$ cat src/rtl/param_rr_arbiter.sv
// N-requester arbiter with fixed-priority or round-robin selection, bounded grant hold and registered grants.
// Optional ARB_GRANT_CNT_EN adds a saturating 16-bit count of new grant events on port grant_count.
module param_rr_arbiter #(
  parameter int NUM_REQ  = 5,
  parameter int RR_MODE  = 1,
  parameter int MAX_HOLD = 8,
  parameter int ID_W     = $clog2(NUM_REQ)
) (
  input  logic               clock,
  input  logic               reset,
  input  logic [NUM_REQ-1:0] req,
  output logic [NUM_REQ-1:0] gnt,
  output logic               gnt_valid,
  output logic [ID_W-1:0]    gnt_id
`ifdef ARB_GRANT_CNT_EN
  ,
  output logic [15:0]        grant_count
`endif
);

  // With unlimited hold the counter only needs to record that a grant is in progress.
  localparam int HOLD_SAT = (MAX_HOLD == 0) ? 1 : MAX_HOLD;
  localparam int HOLD_W   = $clog2(HOLD_SAT + 1);
  localparam logic [HOLD_W-1:0] HOLD_SAT_V = HOLD_W'(HOLD_SAT);

  typedef enum logic {IDLE, GRANT} state_t;

  state_t             state, state_n;
  logic [HOLD_W-1:0]  hold_cnt, hold_n;
  logic [ID_W-1:0]    ptr, ptr_n;
  logic [ID_W-1:0]    id_n, win_id, start;
  logic [NUM_REQ-1:0] gnt_n, cand, rot;
  logic               win_found, new_grant, holder_req, others_req, hold_ok;
  int                 sum;

  // Candidates exclude the current holder, so the same search serves handover and re-grant.
  always_comb begin
    // NOTE: every combinational output gets a default first so no path can infer a latch.
    cand      = (state == GRANT) ? (req & ~gnt) : req;
    start     = (RR_MODE != 0) ? ptr : '0;
    rot       = NUM_REQ'({cand, cand} >> start);
    win_found = 1'b0;
    win_id    = '0;
    sum       = 0;
    for (int i = 0; i < NUM_REQ; i++) begin
      if (!win_found && rot[i]) begin
        win_found = 1'b1;
        sum       = i + int'(start);
        if (sum >= NUM_REQ) sum = sum - NUM_REQ;
        win_id    = ID_W'(sum);
      end
    end
  end

  always_comb begin
    state_n    = state;
    gnt_n      = gnt;
    id_n       = gnt_id;
    hold_n     = hold_cnt;
    ptr_n      = ptr;
    new_grant  = 1'b0;
    holder_req = |(req & gnt);
    others_req = |(req & ~gnt);
    hold_ok    = (MAX_HOLD == 0) || (hold_cnt < HOLD_SAT_V) || !others_req;

    case (state)
      IDLE: new_grant = win_found;
      GRANT: begin
        if (req == '0) begin
          state_n = IDLE;
          gnt_n   = '0;
          id_n    = '0;
          hold_n  = '0;
        end else if (holder_req && hold_ok) begin
          if (hold_cnt < HOLD_SAT_V) hold_n = hold_cnt + HOLD_W'(1);
        end else begin
          // Holder dropped or hit the hold limit: another requester is guaranteed here.
          new_grant = 1'b1;
        end
      end
      default: state_n = IDLE;
    endcase

    if (new_grant) begin
      state_n = GRANT;
      gnt_n   = NUM_REQ'(1) << win_id;
      id_n    = win_id;
      hold_n  = HOLD_W'(1);
      if (RR_MODE != 0)
        ptr_n = (win_id == ID_W'(NUM_REQ - 1)) ? '0 : win_id + ID_W'(1);
    end
  end

  // NOTE: state registers use non-blocking assignments so every flop samples pre-edge values.
  always_ff @(posedge clock) begin
    if (reset) begin
      state     <= IDLE;
      gnt       <= '0;
      gnt_valid <= 1'b0;
      gnt_id    <= '0;
      hold_cnt  <= '0;
      ptr       <= '0;
    end else begin
      state     <= state_n;
      gnt       <= gnt_n;
      gnt_valid <= (state_n == GRANT);
      gnt_id    <= id_n;
      hold_cnt  <= hold_n;
      ptr       <= ptr_n;
    end
  end

`ifdef ARB_GRANT_CNT_EN
  logic [15:0] count_q;

  always_ff @(posedge clock) begin
    if (reset)
      count_q <= '0;
    else if (new_grant && (count_q != 16'hFFFF))
      count_q <= count_q + 16'd1;
  end

  assign grant_count = count_q;
`endif

endmodule

$ cat config.mk
export PLATFORM = sky130hd
export DESIGN_NAME = param_rr_arbiter
export DESIGN_NICKNAME = d
export VERILOG_FILES = /design/src/rtl/param_rr_arbiter.sv
export SDC_FILE = /design/constraint.sdc
export NUM_CORES = 1
export LEC_CHECK = 0
export CORE_MARGIN = 8
export CORE_UTILIZATION = 55
export CTS_CLUSTER_DIAMETER = 120
export DETAILED_ROUTE_END_ITERATION = 8
export GPL_TIMING_DRIVEN = 0
export PLACE_DENSITY = 0.88
export RECOVER_POWER = 100
export SYNTH_ARGS = -nofsm -noshare
export SYNTH_HDL_FRONTEND = slang
export SYNTH_SLANG_ARGS = --single-unit
$ cat constraint.sdc
create_clock -name clock -period 4.8 [get_ports clock]
set_clock_uncertainty 0.05 [all_clocks]
set_input_delay 0.96 -clock clock [delete_from_list [all_inputs] [get_ports clock]]
set_output_delay 0.96 -clock clock [all_outputs]
set_load 0.1 [all_outputs]
# [Yosys cells after proc, flatten, opt, wreduce, memory -nomap -nowiden]
# Index checks and enable logic that the tools add are counted.
[totals] reg_bits=16 latchBits=0 ramBits=0 mem_bits_ro=0 in_bits=7 out_inout_bits=9 elab_cells=88 memories=0
[op_classes] add_sub_neg=11 multipliers=0 div=0 n_lt_le_gt_ge=6 n_eq_ne=1 n_shift=2 n_mux=34 bitwise_logic=4 n_reduce_logical=24
[ops] operator="$mux W3" count=14
[ops] operator="$mux W5" count=4
[ops] operator="$ge A4 B3 Y1 const B" count=4
[ops] operator="$sub A3 B3 Y3 const B" count=5
[ops] operator="$mux W1" count=12
[ops] operator="$mux W4" count=3
[ops] operator="$and A5 B5 Y5" count=2
[ops] operator="$reduce_or A5 Y1" count=2
[ops] operator="$shr A10 B3 Y5" count=1
[ops] operator="$add A2 B3 Y4 const A" count=2
[ops] operator="$reduce_bool A2 Y1" count=4
[ops] operator="$reduce_and A3 Y1" count=2
[ops] operator="$reduce_bool A3 Y1" count=2
[ops] operator="$logic_and A1 B1 Y1" count=5
[ops] operator="$logic_not A1 Y1" count=5
[ops] operator="$logic_not A5 Y1" count=1
[ops] operator="$not A5 Y5" count=1
[ops] operator="$shl A1 B3 Y5 const A" count=1
[ops] operator="$add A1 B3 Y4 const A" count=1
[ops] operator="$add A3 B3 Y4 const A" count=1
[ops] operator="$add A4 B1 Y4 const B" count=1
[ops] operator="$lt A4 B4 Y1 const B" count=1
[ops] operator="$add A3 B1 Y3 const B" count=1
[ops] operator="$eq A3 B3 Y1 const B" count=1
[ops] operator="6 further kinds" count=6

# [Depth between registers and ports, before layout]
# Gate-level depths: netlist of the first run.
[logic_depth] ltp_word=20 depth_mapped=17

# [Worst setup path before layout of the first run]
# OpenSTA, ideal clock, no wires.
[synth_timing] path_kind="reg2reg" startpoint="reg state" endpoint="reg ptr[2]" arrival_time_ps=3887 required_ps=4644 path_slack_ps=757 path_stages_with_launch=12 path_buffers=0 period_less_slack_ps=4043 path_cell_list="dfxtp_1 > a21boi_1 > mux2_4 > mux4_2 > o32ai_2 > a2bb2oi_1 > a21oi_1 > nor2b_1 > ha_1 > nor3_1 > a21bo_2 > o311ai_0"
[synth_between] elab_chain_len=17 elab_cells_between_ends=25 classes_between="add/sub: 1; eq/ne: 1; shift: 1; mux: 13; bitwise: 1; reduce/logical: 8"
[synth_rtl] element="from (decl)" line_no="28" text="state_t state, state_n;"
[synth_rtl] element="from (signal assigned)" line_no="104" text="state <= state_n;"
[synth_rtl] element="$mux W5" line_no="39" text="cand = (state == GRANT) ? (req & ~gnt) : req;"
[synth_rtl] element="$shr A10 B3 Y5" line_no="41" text="rot = NUM_REQ'({cand, cand} >> start);"
[synth_rtl] element="$mux W1" line_no="46" text="if (!win_found && rot[i]) begin"
[synth_rtl] element="$logic_not A1 Y1" line_no="46"
[synth_rtl] element="$logic_and A1 B1 Y1" line_no="46"
[synth_rtl] element="$mux W1" line_no="46"
[synth_rtl] element="$logic_not A1 Y1" line_no="46"
[synth_rtl] element="$logic_and A1 B1 Y1" line_no="46"
[synth_rtl] element="$mux W1" line_no="46"
[synth_rtl] element="$logic_not A1 Y1" line_no="46"
[synth_rtl] element="$logic_and A1 B1 Y1" line_no="46"
[synth_rtl] element="$mux W1" line_no="46"
[synth_rtl] element="$logic_not A1 Y1" line_no="46"
[synth_rtl] element="$logic_and A1 B1 Y1" line_no="46"
[synth_rtl] element="$mux W3" line_no="46"
[synth_rtl] element="$add A3 B1 Y3 / $eq A3 B3 Y1 (equally long branches)" line_no="90" text="ptr_n = (win_id == ID_W'(NUM_REQ - 1)) ? '0 : win_id + ID_W'(1);"
[synth_rtl] element="$mux W3" line_no="90"
[synth_rtl] element="to (signal assigned)" line_no="109" text="ptr <= ptr_n;"
[synth_rtl] element="to (decl)" line_no="30" text="logic [ID_W-1:0] ptr, ptr_n;"
# Several ways; a longest one is shown, not always the timed one.
# A chain may end at the register's enable or synchronous reset.

# [Final worst setup path of the first run]
[layout_timing] startpoint="in req[1]" endpoint="reg ptr[2]"
[layout_between] elab_chain_len=18 elab_cells_between_ends=34 classes_between="add/sub: 1; eq/ne: 1; shift: 1; mux: 15; bitwise: 2; reduce/logical: 14"
[layout_rtl] element="from (decl)" line_no="11" text="input logic [NUM_REQ-1:0] req,"
[layout_rtl] element="$and A5 B5 Y5" line_no="39, 63"
[layout_rtl] element="$mux W5" line_no="39"
[layout_rtl] element="$shr A10 B3 Y5" line_no="41"
[layout_rtl] element="$mux W1" line_no="46"
[layout_rtl] element="$logic_not A1 Y1" line_no="46"
[layout_rtl] element="$logic_and A1 B1 Y1" line_no="46"
[layout_rtl] element="$mux W1" line_no="46"
[layout_rtl] element="$logic_not A1 Y1" line_no="46"
[layout_rtl] element="[2 not listed]"
[layout_rtl] element="$logic_not A1 Y1" line_no="46"
[layout_rtl] element="$logic_and A1 B1 Y1" line_no="46"
[layout_rtl] element="$mux W1" line_no="46"
[layout_rtl] element="$logic_not A1 Y1" line_no="46"
[layout_rtl] element="$logic_and A1 B1 Y1" line_no="46"
[layout_rtl] element="$mux W3" line_no="46"
[layout_rtl] element="$add A3 B1 Y3 / $eq A3 B3 Y1 (equally long branches)" line_no="90"
[layout_rtl] element="$mux W3" line_no="90"
# Several ways; a longest one is shown, not always the timed one.

==> impl_results.md, run 1 <==
* Nets at between 200 and 250
* Number of synthesized register bits at 16
* Wire length per cell after detailed routing at between 15 and 20 µm
* Distinct cells, synth at 59
* Synth warn at 0
* Final setup vio count at 0
* Pwr Density at 677 mW/mm²
* Combinational power share at 77.2%
* Cell area after layout at roughly 0.0020 mm²
* Worst skew pair latency at 0.29 ns
* Cell taking the most area after synthesis: dfxtp_1
* Placed wire-length estimate at 3.28 mm
* DRC Markers at 0
* Highest Clock Rate at 0.222 GHz
* Slowest stage cell, crit path: mux4_2
* Initial Util at 57.6%
* Fin crit period at 4.50 ns
* Asr flop ratio synth at 0%
* Max Buffers Root-to-Sink at 2
* Seq pwr share at approximately 16%
* Syn-to-layout area delta at 13.4%
* Placed cell area at 0.00195 mm²
* Endpoints failing hold at 0
* Max transition margin at 33.5%
* Rows at 20
* Worst hold-check path type: flop to flop
* RSZ-0062 raised after global routing: false
* TritonCTS buffer count at 3
* EDFF count, synth at 0
* Status: complete, no violations
* Syn Nets at 222
* Chip width at 72.3 µm
* Area contributors post-synth: dfxtp_1, ha_1, mux4_1
* Layout cell share with drive strength beyond 1 at between 9 and 10%
* First-pass GRT wire length at 7.65 mm
* DR vias at between 1500 and 2000
* Ys flop type: dfxtp_1
* Switch Pwr at roughly 740 µW
* Worst path max stage delay at 0.56 ns
* # diodes at 0
* Mapped Cells at 204
* Mean Syn Cell Area at about 8.5 µm²
* CTS tree: built
* Max rail drop VDD at roughly 460 µV
* CTS clock-pin slew for the worst setup and hold paths at 0.10 ns
* Max Cap Violations at 0
* Total track usage at 17.7%
* Antenna-violating nets left at 0
* Vias per inst at 6.42
* Worst-Margin Slew at 0.994 ns
* Crit Path Max Fanout at 7
* Commonest cells post-synth: nor2_1, dfxtp_1, inv_1
* Synthesized area at 0.00174 mm²
* Clock sinks at 16
* Post-Route WL at 4.40 mm
* GP Congestion at between 0.8 and 0.9
* P_int at 600 µW
* Antenna violations before repair at 0
* Crit start category: input port
* Leakage power at 0.000750 µW
* Tot Pwr at around 1300 µW
* CP Class: input port to flop
* Total die area at 0.00523 mm²
* Clock root buffer: clkbuf_4
* Seq/Total Area, Yosys at between 10% and 20%
* Switching portion of total power at 55.1%
* Initial drt markers at 125
* Core box area at 0.00303 mm²
* Port buffer count at 15
* H-Tree Depth at 1
* Synth top area share at 18.4%
* Cell Chain, Critical Path: clkdlybuf4s50_1 -> a21boi_1 -> mux2_1 -> mux4_2 -> o32ai_2 -> a2bb2oi_1 -> a21oi_1 -> nor2b_1 -> ha_1 -> nor3_1 -> a21bo_2 -> o311ai_0
* Most frequent cell after synthesis: nor2_1
* Req. time, crit path at ~5 ns
* Largest net degree at the start of global routing at 13
* Number of I/O pins at 16
* Clk pwr share at 6.6%
* Worst EP arrival at 4.64 ns
* Die height at 72.3 µm
* Fin crit share at 93.8%
* Critical path capture point type: flop
* Slew Viols, Final at 0
* First-pass DRT Iterations at 4
* Hold_buf cts at 0
* Remaining Overflow, GRT at 0
* Vias in the first global route at about 1700
## sequential cells by signal, indices dropped and copies added (netlist names)
name,flops
gnt,5
gnt_id,3
hold_cnt,4
ptr,3
state,1
## path summary, 6_finish.rpt
kind,from,end,slack (ns),cells after the start
worst max-delay path,req[1],ptr[2]$_SDFFE_PP0P_,0.30,12
worst min-delay path,gnt_id[1]$_SDFFE_PP0P_,gnt_id[1]$_SDFFE_PP0P_,0.45,2
worst max register to register,ptr[2]$_SDFFE_PP0P_,ptr[2]$_SDFFE_PP0P_,0.63,12
worst min register to register,gnt_id[1]$_SDFFE_PP0P_,gnt_id[1]$_SDFFE_PP0P_,0.45,2
## power groups by stage
stage	combinational [µW]	sequential, µW	clock (µW)
2_1_floorplan	674	362	0
3_3_place_gp	1020	217	0
3_5_place_dp	1030	218	0
4_1_cts	1040	215	91.9
5_1_grt	1120	222	99.3
6_report	1030	216	88.9
## worst max-delay path, delay by kind of cell
kind                     cells  cell delay (ns)
multiplexers                 2             1.00
AND/OR/NAND/NOR              2             0.46
adder cells (fa/ha/maj)      1             0.31
buffers and inverters        1             0.46
AO/OA/AOI/OAI                6             1.44
## layout by cell type (no fill, tap or decap), types with 3 or more instances in the layout
master            n
a2111oi_0         3
a21boi_1          3
a21oi_1          11
a22oi_1           5
a2bb2oi_1         3
clkbuf_1          6
clkbuf_4          3
clkdlybuf4s50_1   6
dfxtp_1          16
dlygate4sd3_1     9
ha_1             10
inv_1            14
mux2_2            3
mux2i_1           6
mux4_1            4
mux4_2            3
nand2_1          10
nor2_1           19
nor3_1           12
nor4_1            5
o211ai_1          5
o21ai_0           8
o32ai_1           3
xnor2_1           3
xor2_1            3
## cells by family after synthesis
logic type	synth area share, %
xor gates and xnor gates	3.02
adders and majority gates	8.33
AOI/OAI and AO/OA	28.8
muxes	17.0
DFF	18.4
and+or+nand+nor	19.0
buffers and inverters	5.46
## layer usage
layer	track usage [%]	up-vias	wire length, µm	share of wire (%)
li1	-	844	-	-
met1	22.5	811	2040	46
met2	29.7	57	2110	48
met3	3.44	2	232	5.3
met4	3.85	0	19	0.43
met5	0	-	0	0
## through the flow
step                      setup slack (ns)  setup TNS (ns)  utilization (%)  hold WS [ns]  std cells
after floorplan                      0.757               0                -         0.417        204
after global placement              0.0944               0             64.3         0.432        263
after detailed placement         -0.000337       -0.000337             64.3         0.435        263
after CTS                            0.261               0             65.5         0.455        267
after global routing                0.0157               0             65.2         0.475        267
final                                0.299               0             65.2         0.449        267
## cell type report
| type | count | area (µm²) |
|---|---|---|
| sequential | 16 | 320 |
| clock buffer | 4 | 36.3 |
| multi-input combinational | 165 | 1320 |
| timing repair buffer | 15 | 150 |
| buffer | 8 | 38.8 |
| tap | 44 | 55.1 |
| inverter | 15 | 56.3 |
| fill | 260 | 1050 |
## what timing repair did
| item | CTS | global route |
|---|---|---|
| endpoints found under the setup margin | 0 | 1 |
| resized for setup | 0 | 2 |
| setup buffers | 0 | 0 |
Power figures use the tool's default switching activity.
==> run 2, diff against run 1 <==
--- a/config.mk
+++ b/config.mk
@@ -6,11 +6,11 @@
 export NUM_CORES = 1
 export LEC_CHECK = 0
 export CORE_MARGIN = 8
-export CORE_UTILIZATION = 55
+export CORE_UTILIZATION = 45
 export CTS_CLUSTER_DIAMETER = 120
 export DETAILED_ROUTE_END_ITERATION = 8
 export GPL_TIMING_DRIVEN = 0
-export PLACE_DENSITY = 0.88
+export PLACE_DENSITY = 0.76
 export RECOVER_POWER = 100
 export SYNTH_ARGS = -nofsm -noshare
 export SYNTH_HDL_FRONTEND = slang
==> run 2 against run 1 <==
  * Via count fell by 0.99%
  * Worst hold slack improved by 0.0030 ns
  * Final cell count rose by 1.1%
  * Flip-flop and latch count did not move
  * Setup slack got worse by 0.12 ns
  * First-iteration DRC count fell by 1.6%
  * Sequential power barely moved
  * Critical path depth rose by 1
  * Design area rose by 1.1%
  * Largest power group unchanged
==> impl_results.md, run 2 (synthesized netlist as in run 1, its figures left out) <==
* Port buffer count at 15
* Post-Route WL at 4.64 mm
* Max Cap Violations at 0
* Core box area at 0.00369 mm²
* CTS clock-pin slew for the worst setup and hold paths at 0.06 ns
* Post-CTS Setup Bufs at 0
* Most common cell after layout, fill and taps aside: nor2_1
* Crit start category: input port
* Reg with most FFs: gnt
* Antenna violations before repair at 0
* Total track usage at 15.0%
* Slowest stage cell, crit path: clkdlybuf4s50_1
* Clock root buffer: clkbuf_8
* RSZ-0062 raised after global routing: false
* Status: complete, no violations
* Clock sinks at 16
* Antenna-violating nets left at 0
* Highest Clock Rate at 0.217 GHz
* Req. time, crit path at 4.90 ns
* DR vias at approximately 1700
* Flip-flop count of the largest register after layout at 5
* CP Class: input port to flop
* Initial Util at 47.3%
* CTS tree: built
* GP Congestion at 0.864
* Layout cell share with drive strength beyond 1 at 10.8%
* Worst-Margin Slew at 0.997 ns
* Vias per inst at 6.29
* DRC Markers at 0
* Total negative slack at 0 ns
* # diodes at 0
* Max rail drop VDD at about 370 µV
* Fin crit share at 96.2%
* Wire length per cell after detailed routing at 17.2 µm
* Remaining Overflow, GRT at 0
* Largest regs: gnt: 5 flops, hold_cnt: 4 flops
* Initial drt markers at 123
* Final setup vio count at 0
* Nets at 242
* Slew Viols, Final at 0
* Cells after DPL at roughly 270
* First-pass DRT Iterations at 4
* Number of I/O pins at 16
* Pwr Density at 680 mW/mm²
* Hold_buf cts at 0
* Largest net degree at the start of global routing at 13
* First-pass GRT wire length at 7.82 mm
* Post-Layout Cell Count at 270
* Vias in the first global route at between 1500 and 2000
* TritonCTS buffer count at 3
* Max Buffers Root-to-Sink at 2
* Chip width at 78.2 µm
* Crit Path Max Fanout at 10
* Leakage power at around 0.00075 µW
* Placed wire-length estimate at 3.43 mm
* Total die area at 0.00612 mm²
* Max transition margin at 33.3%
* Fin crit period at roughly 4.6 ns
* Worst path max stage delay at about 0.52 ns
* Worst EP arrival at 4.71 ns
* Most frequent cells in the layout: nor2_1, dfxtp_1, inv_1
* Critical path capture point type: flop
* WHS at 0.452 ns
* Fillers at 351
* Endpoints failing hold at 0
* H-Tree Depth at 1
* Register area at 320 µm²
* Cell Chain, Critical Path: clkdlybuf4s50_1 -> a21boi_1 -> mux2i_1 -> and4_1 -> a2111oi_0 -> o32ai_1 -> a2bb2oi_1 -> clkbuf_1 -> nor2b_1 -> ha_1 -> nor3_1 -> a21bo_2 -> o311ai_0
* Area of the multi-input gates at about 0.0013 mm²
* Rows at 22
* Worst skew pair latency at approximately 0.25 ns
* Worst hold-check path type: flop to flop
* Die height at just under 80 µm
* Syn-to-layout area delta at 14.6%
-- run 2: cell count changes in the layout (fill, tap and decap cells not counted), sizes merged --
cell	change
clkbuf	-1
-- run 2: area by class of cell --
class / count / share of cell area, %
multi-input cells: 165 / 66.6
well taps: 48 / 3.01
repair buffers: 15 / 7.51
inverters: 15 / 2.82
clock buffers: 3 / 2.07
flip-flops and latches: 16 / 16.0
plain buffers: 8 / 1.94
-- run 2: stage by stage --
step                      total power, µW  util, %  setup slack, ns  area [µm²]
after floorplan                      1040        -            0.757        1740
final                                1360     54.2            0.182        2000
after CTS                            1370     54.1            0.188        1990
after detailed placement             1260     53.0         -0.00448        1950
after global routing                 1460     54.2          0.00441        2000
after global placement               1250     53.0           0.0281        1950
-- run 2: path summary, 6_finish.rpt --
path                     startpoint                      to  slack, ns  cells past startpoint
max                          req[3]     ptr[2]$_SDFFE_PP0P_       0.18                     13
min          gnt_id[0]$_SDFFE_PP0P_  gnt_id[0]$_SDFFE_PP0P_       0.45                      2
max reg2reg     ptr[0]$_SDFFE_PP0P_     ptr[2]$_SDFFE_PP0P_       0.72                     13
min reg2reg  gnt_id[0]$_SDFFE_PP0P_  gnt_id[0]$_SDFFE_PP0P_       0.45                      2
-- run 2: routing by layer --
layer / vias to the layer above / wire length (µm) / part of all wire (%) / track usage, %
met5: - / 0 / 0 / 0
met4: 0 / 75 / 1.6 / 5.93
met3: 9 / 145 / 3.1 / 2.39
met2: 32 / 2260 / 49 / 25.6
met1: 813 / 2160 / 47 / 18.4
li1: 843 / - / - / -
-- run 2: power by group --
part,total (µW),internal [µW],switching [µW]
logic,1050,387,660
clock network,98.3,55.7,42.6
registers,214,170,44.5
total,1360,612,747
-- run 2: worst max-delay path, delay by kind of cell --
family | cells | cell delay [ns]
buffers and inverters | 2 | 0.89
and+or+nand+nor | 3 | 0.61
muxes | 1 | 0.30
AOI/OAI and AO/OA | 6 | 1.64
adders and majority gates | 1 | 0.32
-- run 2: repair_timing --
action                                  in CTS  in global routing
gates resized for setup                      0                  5
endpoints found under the hold margin        0                  0
endpoints found under the setup margin       0                  1
